**src/rtl/gan_pkg.sv**
```systemverilog
// Shared definitions for the GAN sample sequencer: state encoding, default sample width, wait-timer sizing.
// Latency: n/a (definitions only).
// Backpressure: n/a.
package gan_pkg;

    typedef enum logic [1:0] {
        ST_IDLE = 2'd0,
        ST_GEN  = 2'd1,
        ST_DISC = 2'd2,
        ST_OUT  = 2'd3
    } gan_state_t;

    localparam int GAN_DATA_W  = 16;
    localparam int GAN_LAT_MAX = 15;
    localparam int GAN_TMR_W   = $clog2(16);

    // Reload value for the wait timer. Out-of-range latencies are clamped to 1..15
    // so a bad parameter can never make the timer underflow or wrap.
    function automatic logic [GAN_TMR_W-1:0] lat_load(input int lat);
        int l;
        l = lat;
        if (l < 1) l = 1;
        if (l > GAN_LAT_MAX) l = GAN_LAT_MAX;
        return GAN_TMR_W'(l - 1);
    endfunction

endpackage

```
**src/rtl/gan_lat_timer.sv**
```systemverilog
// Load/decrement wait timer shared by the GEN and DISC phases; o_zero marks the last cycle of a phase.
// Latency: load takes effect on the next edge; o_zero is combinational from the count.
// Backpressure: none; holds at zero until reloaded.
module gan_lat_timer
    import gan_pkg::*;
(
    input  logic                 clk,
    input  logic                 rst_n,
    input  logic                 i_load,
    input  logic [GAN_TMR_W-1:0] i_load_val,
    output logic                 o_zero
);

    logic [GAN_TMR_W-1:0] r_cnt;

    // Load on phase entry, otherwise count down and stick at zero.
    always_ff @(posedge clk or negedge rst_n) begin
        if (!rst_n) begin
            r_cnt <= '0;
        end else if (i_load) begin
            r_cnt <= i_load_val;
        end else if (r_cnt != '0) begin
            r_cnt <= r_cnt - 1'b1;
        end
    end

    assign o_zero = (r_cnt == '0);

endmodule

```
**src/rtl/gan_seq_ctrl.sv**
```systemverilog
// Sequences one noise vector through an external generator then discriminator and holds the result.
// Latency: GEN_LAT+DISC_LAT cycles from input handshake to out_valid; one sample per GEN_LAT+DISC_LAT+1 cycles.
// Backpressure: in_ready low while busy; OUT holds image/prob until out_ready. Optional GAN_SCORE_ACC_EN adds a score accumulator.
module gan_seq_ctrl
    import gan_pkg::*;
#(
    parameter int DATA_W   = GAN_DATA_W,
    parameter int NOISE_N  = 2,
    parameter int IMG_N    = 9,
    parameter int GEN_LAT  = 1,
    parameter int DISC_LAT = 1
) (
    input  logic                      clk,
    input  logic                      rst_n,
    input  logic                      in_valid,
    output logic                      in_ready,
    input  logic [NOISE_N*DATA_W-1:0] in_noise,
    output logic [NOISE_N*DATA_W-1:0] gen_noise,
    input  logic [IMG_N*DATA_W-1:0]   gen_image,
    output logic [IMG_N*DATA_W-1:0]   disc_image,
    input  logic [DATA_W-1:0]         disc_prob,
    output logic                      out_valid,
    input  logic                      out_ready,
    output logic [IMG_N*DATA_W-1:0]   out_image,
    output logic [DATA_W-1:0]         out_prob,
    output logic                      busy,
    output logic [15:0]               sample_cnt
`ifdef GAN_SCORE_ACC_EN
    ,
    input  logic                      score_clr,
    output logic signed [DATA_W+7:0]  score_sum
`endif
);

    localparam logic [GAN_TMR_W-1:0] GEN_LOAD  = lat_load(GEN_LAT);
    localparam logic [GAN_TMR_W-1:0] DISC_LOAD = lat_load(DISC_LAT);

    gan_state_t                  r_state;
    gan_state_t                  w_next;
    logic [NOISE_N*DATA_W-1:0]   r_noise_q;
    logic [IMG_N*DATA_W-1:0]     r_img_q;
    logic [DATA_W-1:0]           r_prob_q;
    logic [15:0]                 r_sample_cnt;
    logic                        w_tmr_load;
    logic [GAN_TMR_W-1:0]        w_tmr_val;
    logic                        w_tmr_zero;
    logic                        w_in_hs;
    logic                        w_out_hs;

    assign w_in_hs  = in_valid & in_ready;
    assign w_out_hs = out_valid & out_ready;

    // Reload the shared timer whenever a timed phase is entered (including OUT->GEN).
    assign w_tmr_load = ((w_next == ST_GEN)  && (r_state != ST_GEN)) ||
                        ((w_next == ST_DISC) && (r_state != ST_DISC));
    assign w_tmr_val  = (w_next == ST_GEN) ? GEN_LOAD : DISC_LOAD;

    gan_lat_timer u_lat_timer (
        .clk        (clk),
        .rst_n      (rst_n),
        .i_load     (w_tmr_load),
        .i_load_val (w_tmr_val),
        .o_zero     (w_tmr_zero)
    );

    // State register.
    always_ff @(posedge clk or negedge rst_n) begin
        if (!rst_n) r_state <= ST_IDLE;
        else        r_state <= w_next;
    end

    // Next-state: timed phases advance when the timer reads zero, OUT waits for the consumer.
    always_comb begin
        w_next = r_state;
        case (r_state)
            ST_IDLE: if (in_valid)   w_next = ST_GEN;
            ST_GEN:  if (w_tmr_zero) w_next = ST_DISC;
            ST_DISC: if (w_tmr_zero) w_next = ST_OUT;
            ST_OUT:  if (out_ready)  w_next = in_valid ? ST_GEN : ST_IDLE;
            default:                 w_next = ST_IDLE;
        endcase
    end

    // Outputs decoded from state; in OUT a new sample is taken in the same cycle the result leaves.
    always_comb begin
        in_ready  = 1'b0;
        out_valid = 1'b0;
        busy      = 1'b1;
        case (r_state)
            ST_IDLE: begin in_ready = 1'b1; busy = 1'b0; end
            ST_OUT:  begin in_ready = out_ready; out_valid = 1'b1; end
            default: ;
        endcase
    end

    // Datapath captures: noise on accept, image on last GEN cycle, probability on last DISC cycle.
    always_ff @(posedge clk or negedge rst_n) begin
        if (!rst_n) begin
            r_noise_q <= '0;
            r_img_q   <= '0;
            r_prob_q  <= '0;
        end else begin
            if (w_in_hs)                             r_noise_q <= in_noise;
            if ((r_state == ST_GEN)  && w_tmr_zero)  r_img_q   <= gen_image;
            if ((r_state == ST_DISC) && w_tmr_zero)  r_prob_q  <= disc_prob;
        end
    end

    // Count completed output handshakes; wraps naturally at 16 bits.
    always_ff @(posedge clk or negedge rst_n) begin
        if (!rst_n)        r_sample_cnt <= '0;
        else if (w_out_hs) r_sample_cnt <= r_sample_cnt + 16'd1;
    end

    assign gen_noise  = r_noise_q;
    assign disc_image = r_img_q;
    assign out_image  = r_img_q;
    assign out_prob   = r_prob_q;
    assign sample_cnt = r_sample_cnt;

`ifdef GAN_SCORE_ACC_EN
    localparam int SUM_W = DATA_W + 8;

    logic signed [SUM_W-1:0] r_score_sum;
    logic        [SUM_W-1:0] w_prob_ext;
    logic        [SUM_W:0]   w_sum_wide;
    logic        [SUM_W-1:0] w_sum_sat;

    assign w_prob_ext = {{8{r_prob_q[DATA_W-1]}}, r_prob_q};
    assign w_sum_wide = {r_score_sum[SUM_W-1], r_score_sum} + {w_prob_ext[SUM_W-1], w_prob_ext};

    // Saturate when the two top bits of the widened sum disagree (signed overflow).
    always_comb begin
        w_sum_sat = w_sum_wide[SUM_W-1:0];
        if (w_sum_wide[SUM_W] != w_sum_wide[SUM_W-1]) begin
            w_sum_sat = w_sum_wide[SUM_W] ? {1'b1, {(SUM_W-1){1'b0}}} : {1'b0, {(SUM_W-1){1'b1}}};
        end
    end

    // Clear wins over accumulate; a clear coinciding with a handshake restarts from this sample.
    always_ff @(posedge clk or negedge rst_n) begin
        if (!rst_n)                      r_score_sum <= '0;
        else if (score_clr && w_out_hs)  r_score_sum <= w_prob_ext;
        else if (score_clr)              r_score_sum <= '0;
        else if (w_out_hs)               r_score_sum <= w_sum_sat;
    end

    assign score_sum = r_score_sum;
`endif

endmodule

```
**config.mk**
```make
export PLATFORM = sky130hd
export DESIGN_NAME = gan_seq_ctrl
export DESIGN_NICKNAME = d
export VERILOG_FILES = /design/src/rtl/gan_pkg.sv /design/src/rtl/gan_lat_timer.sv /design/src/rtl/gan_seq_ctrl.sv
export SDC_FILE = /design/constraint.sdc
export NUM_CORES = 1
export LEC_CHECK = 0
export BUFFER_PORTS_ARGS = -buffer_cell sky130_fd_sc_hd__buf_2
export CORE_AREA = 5 5 213 215
export CTS_CLUSTER_DIAMETER = 60
export CTS_CLUSTER_SIZE = 16
export DETAILED_ROUTE_END_ITERATION = 12
export DIE_AREA = 0 0 218 220
export HOLD_SLACK_MARGIN = 0.1
export PLACE_DENSITY = 0.46
export SLEW_MARGIN = 40
export SYNTH_ARGS = -nofsm -noshare
export SYNTH_HDL_FRONTEND = slang
export SYNTH_HIERARCHICAL = 1
export SYNTH_SLANG_ARGS = --single-unit
export TNS_END_PERCENT = 100
```
**constraint.sdc**
```tcl
create_clock -name clk -period 3.5 [get_ports clk]
set_input_delay 0.7 -clock clk [delete_from_list [all_inputs] [get_ports clk]]
set_output_delay 0.7 -clock clk [all_outputs]
set_load 0.05 [all_outputs]
```
Yosys cells after proc, flatten, opt, wreduce, memory -nomap -nowiden
Cells that the tools add are included.

word-level totals
  output and inout port bits = 355
  bits of input ports = 196
  register bits after elaboration = 214
  logic and storage cells = 37

operators by class
  $add $sub $neg = 2
  bitwise logic cells = 2
  equal/unequal tests = 7
  reductions and logical operators = 9
  multiplexer cells = 11

operator list
  cell                   count
  $add 16x1->16 const B  1
  $mux 2                 4
  $mux 4                 2
  $pmux 2 s4             1
  $eq 2x2->1 const B     3
  $eq 2x1->1 const B     2
  $logic_and 1x1->1      4
  $logic_not 4->1        1
  $reduce_bool 4->1      1
  $sub 4x1->4 const B    1
  $mux 1                 3
  $and 1x1->1            2
  $logic_not 2->1        1
  $ne 2x1->1 const B     1
  $ne 2x2->1 const B     1
  $pmux 1 s2             1
  $reduce_bool 2->1      1
  $logic_or 1x1->1       1

Longest topological paths before layout
  depth in word-level cells = 7
  depth in mapped cells = 11

Cells and area by module
Netlist, hierarchy kept.

modules (own cells, without submodules)
  module         seq. area each (µm²)  cells each  times used  area each (µm²)
  gan_seq_ctrl   5255.0                639         1           9290.2
  gan_lat_timer  100.1                 22          1           234.0

Least setup slack after synthesis
OpenSTA, ideal clock, no wires.

  path type = reg2reg
  from = reg u_lat_timer.r_cnt[0]
  to = reg u_lat_timer.r_cnt[3]
  setup time = 126 ps
  data arrival time = 2217 ps
  setup slack = 1157 ps
  data required time = 3374 ps
  stages on the path, launching flop included = 12
  clock period less this slack = 2343 ps
  cell sequence = dfrtp_1 -> inv_1 -> ha_1 -> nor3b_4 -> nand2_1 -> buf_2 -> nand2_1 -> nand4b_1 -> mux2i_1 -> clkbuf_1 -> nor3_1 -> a221o_1

between the ends
  longest elaborated chain between the ends = 7

RTL lines
  item                                                RTL line                                text
  from (decl)                                         gan_lat_timer.sv:14                     logic [GAN_TMR_W-1:0] r_cnt;
  from (signal assigned)                              gan_lat_timer.sv:21                     r_cnt <= i_load_val;
  from (signal assigned)                              gan_lat_timer.sv:23                     r_cnt <= r_cnt - 1'b1;
  $logic_not 4->1 *                                   gan_lat_timer.sv:27                     assign o_zero = (r_cnt == '0);
  net w_tmr_zero                                      gan_seq_ctrl.sv:46                      logic w_tmr_zero;
  $mux 2, on equally long branches                    gan_seq_ctrl.sv:78, gan_seq_ctrl.sv:77
  $pmux 2 s4 *                                        gan_seq_ctrl.sv:75                      case (r_state)
  $eq 2x1->1 / $eq 2x2->1 (equally long branches)     -
  $logic_and 1x1->1, on equally long branches         gan_seq_ctrl.sv:54, gan_seq_ctrl.sv:55
  $logic_or 1x1->1 *                                  gan_seq_ctrl.sv:54                      assign w_tmr_load = ((w_next == ST_GEN) && (r_state != ST_GEN)) ||
  net w_tmr_load                                      gan_seq_ctrl.sv:44                      logic w_tmr_load;
  $mux 4 / $reduce_bool 2->1 (equally long branches)  -

The timed path passes the listed nets; every way through them passes the cells marked *. The select of a mux whose other input is x is not followed.
A chain may end at the register's enable or synchronous reset.

Worst setup path after layout
  from = reg r_state[0]
  to = reg u_lat_timer.r_cnt[3]

between the ends
  longest elaborated chain between the ends = 6

RTL lines
  item                                                RTL line                                text
  from (decl)                                         gan_seq_ctrl.sv:38                      gan_state_t r_state;
  from (signal assigned)                              gan_seq_ctrl.sv:69                      else r_state <= w_next;
  $eq 2x2->1, or another cell as far along            gan_seq_ctrl.sv:75
  $pmux 2 s4 *                                        gan_seq_ctrl.sv:75
  net w_next[0]                                       gan_seq_ctrl.sv:39                      gan_state_t w_next;
  $eq 2x1->1 / $eq 2x2->1 (equally long branches)     -
  $logic_and 1x1->1, on equally long branches         gan_seq_ctrl.sv:54, gan_seq_ctrl.sv:55
  $logic_or 1x1->1 *                                  gan_seq_ctrl.sv:54
  net w_tmr_load                                      gan_seq_ctrl.sv:44
  $mux 4 / $reduce_bool 2->1 (equally long branches)  -

The timed path passes the listed nets; every way through them passes the cells marked *.

==> impl_metrics.toml <==
[run_status]
status = "finished, final reports clean"

[place]
detailedPlacementHpwl_um = 22300
globalplace.congestion = 0.716
port-buffer-count = 550

[final_layout]
utilization_pct = 29.3
layout-drive-gt1-share_pct = 72.9
area_growth_pct = 34.1
n_fill_cell = 4610
num_antenna_cells = 0
final_nets = 1285

[global_routing]
grt_max_degree = 145
grt_use_met1_pct = 12.9
overflow = 0
use_met3_pct = 3.71
grt_pass1_vias = 6700
grt.total_usage_pct = 11.0
grt_pass1_wl_um = 41400
top_usage_layer = "met2"
antenna_found_initial = 2
use_met2_pct = 19.6

[clocking]
cts_inserted_buffers = 24
clk_pin_slew_ps = 70
cts_hold_repair.buffers = 0
htreeDepth = 1
post_cts_resized = 0
worstSkewPairLatency_ps = 530
clkSinkCount = 214
cts_root_buffer = "clkbuf_16"
cts_tree = "done"
post-cts-setup-buffers = 0
cts_buffer_depth = 3

[sta]
hold_viol_final = 0
whs_ps = 135
min_period_ps = 2640
slew_headroom_pct = 49.7
rsz0062_at_grt = "false"
tightest_slew_ps = 753
max_freq_ghz = 0.379
skew_ps = 12.4
tns_ps = 0
drv_slew = 0
setup_viol = 0
finalCritPeriodShare_pct = 75.3

[synth]
syn_area_per_cell_sq_um = 14.4
syn_inst = 661
ys_seq_area_share_pct = 56.2
synth_edf_count = 0
yosysWarnings = 6
synth_area_sq_mm = 0.00952
ys_ff_latch = 214
synthArstFlopShare_pct = 100
synthFlopType = "dfrtp_1"
ys_types = 36

[floorplanning]
core_area_sq_mm = 0.0435
die_height_um = 220
rows = 77
die_area_sq_mm = 0.0480
initial_core_util_pct = 21.9
ios = 551
die_w_um = 218

[setup_path]
cpLargestDelayFamily = "compound AO/OA/AOI/OAI gates"
slowest_stage = "mux2i_1"
end_kind = "register"
path_cells = "ha_1 -> and2_4 -> a2111o_1 -> o311a_1 -> mux2i_1 -> nor3_1 -> a221o_1"
worstPathArrival_ps = 3040
crit_buf_inv = 0
cp_max_fo = 8
slowest_delay_ps = 550
worstSetupPathType = "reg2reg"
critPathRequiredTime_ps = 3910
start_kind = "register"

[drt]
drt_pass1_iterations = 4
ant_nets = 0
drcViolationCount = 0
vias_per_cell = 3.79
drt_iter0_markers = 280
vias = 6405
drt_wl_total_um = 28900
avgRoutedWirePerCell_um = 17.1

[hold_path]
hold_path.class = "in2async"

[run]
cap_viol_max_count = 0
==> synthesized netlist by cell type (all sizes together), types with 2 or more instances <==
library cell,count,area [sq um]
xor2,4,35.0
buf,163,1220
nor2b,2,12.5
nand3,7,35.0
nand2,12,60.1
inv,8,30.0
and3,3,18.8
mux2i,3,30.0
dfrtp,214,5360
mux2,194,2300
ha,8,100
nor3,5,25.0
o21ai,4,20.0
nand4,3,25.0
nor3b,2,26.3
nor2,5,18.8
xnor2,12,105
==> layout make-up <==
cell class | count | area (sq um) | area share, %
Tap cell | 592 | 741 | 5.80
Clock inverter | 15 | 201 | 1.58
Inverter | 8 | 30.0 | 0.235
Timing Repair Buffer | 555 | 2860 | 22.4
Multi-Input combinational cell | 278 | 2930 | 23.0
Clock buffer | 27 | 653 | 5.11
Sequential cell | 214 | 5360 | 41.9
==> worst paths after layout <==
path / start / endpoint / slack, ps / depth (start not counted)
worst max-delay path: r_state[0] / u_lat_timer/r_cnt[3] / 860 / 7
worst min-delay path: rst_n / disc_image[102] / 130 / 1
worst max register to register: r_state[0] / u_lat_timer/r_cnt[3] / 860 / 7
worst min register to register: sample_cnt[15] / sample_cnt[15] / 480 / 1
max in group asynchronous: rst_n / disc_image[27] / 2570 / 2
min in group clk: disc_prob[5] / out_prob[5] / 400 / 2
==> per-stage QoR <==
stage | cells | setup WS (ps) | cell area [sq um]
2_1_floorplan | 664 | 1160 | 9540
3_3_place_gp | 1646 | 804 | 11900
3_5_place_dp | 1646 | 757 | 11900
4_1_cts | 1688 | 808 | 12700
5_1_grt | 1689 | 706 | 12800
6_report | 1689 | 865 | 12800
==> registers in the layout (all words and copies together) (netlist names) <==
register           count
disc_image           144
sample_cnt            16
out_prob              16
gen_noise             32
r_state                2
u_lat_timer/r_cnt      4
==> cells by family (layout without fill, tap and decap cells) <==
kind of cell               Yosys count  in the layout  share of synthesized area (%)
xor gates and xnor gates            16             16                           1.47
buffers and inverters              172            605                           13.2
DFF                                214            214                           56.2
AOI/OAI and AO/OA                   10             10                          0.893
adders and majority gates            8              8                           1.05
other                                1              4                         0.0394
muxes                              197            197                           24.4
and+or+nand+nor                     43             43                           2.71
==> layer usage <==
| metal | part of all wire, % | wire length [um] | vias to the layer above |
|---|---|---|---|
| met5 | 0.069 | 20 | - |
| met3 | 9.4 | 2710 | 36 |
| met1 | 38 | 11000 | 3105 |
| met2 | 51 | 14700 | 315 |
| met4 | 1.7 | 490 | 2 |
| li1 | - | - | 2947 |
==> layout by cell type (no fill, tap or decap), drive strengths merged, types with 3 or more instances in the layout <==
cell    instances
and3            3
buf           555
bufinv          3
clkbuf         27
clkinv          5
conb            4
dfrtp         214
ha              8
inv            13
mux2          194
mux2i           3
nand2          12
nand3           7
nand4           3
nor2            5
nor3            5
o21ai           4
xnor2          12
xor2            4
Power is left out: the tool's default activity adds up to more than one toggle a clock period on the data nets, which glitch-free logic cannot reach.
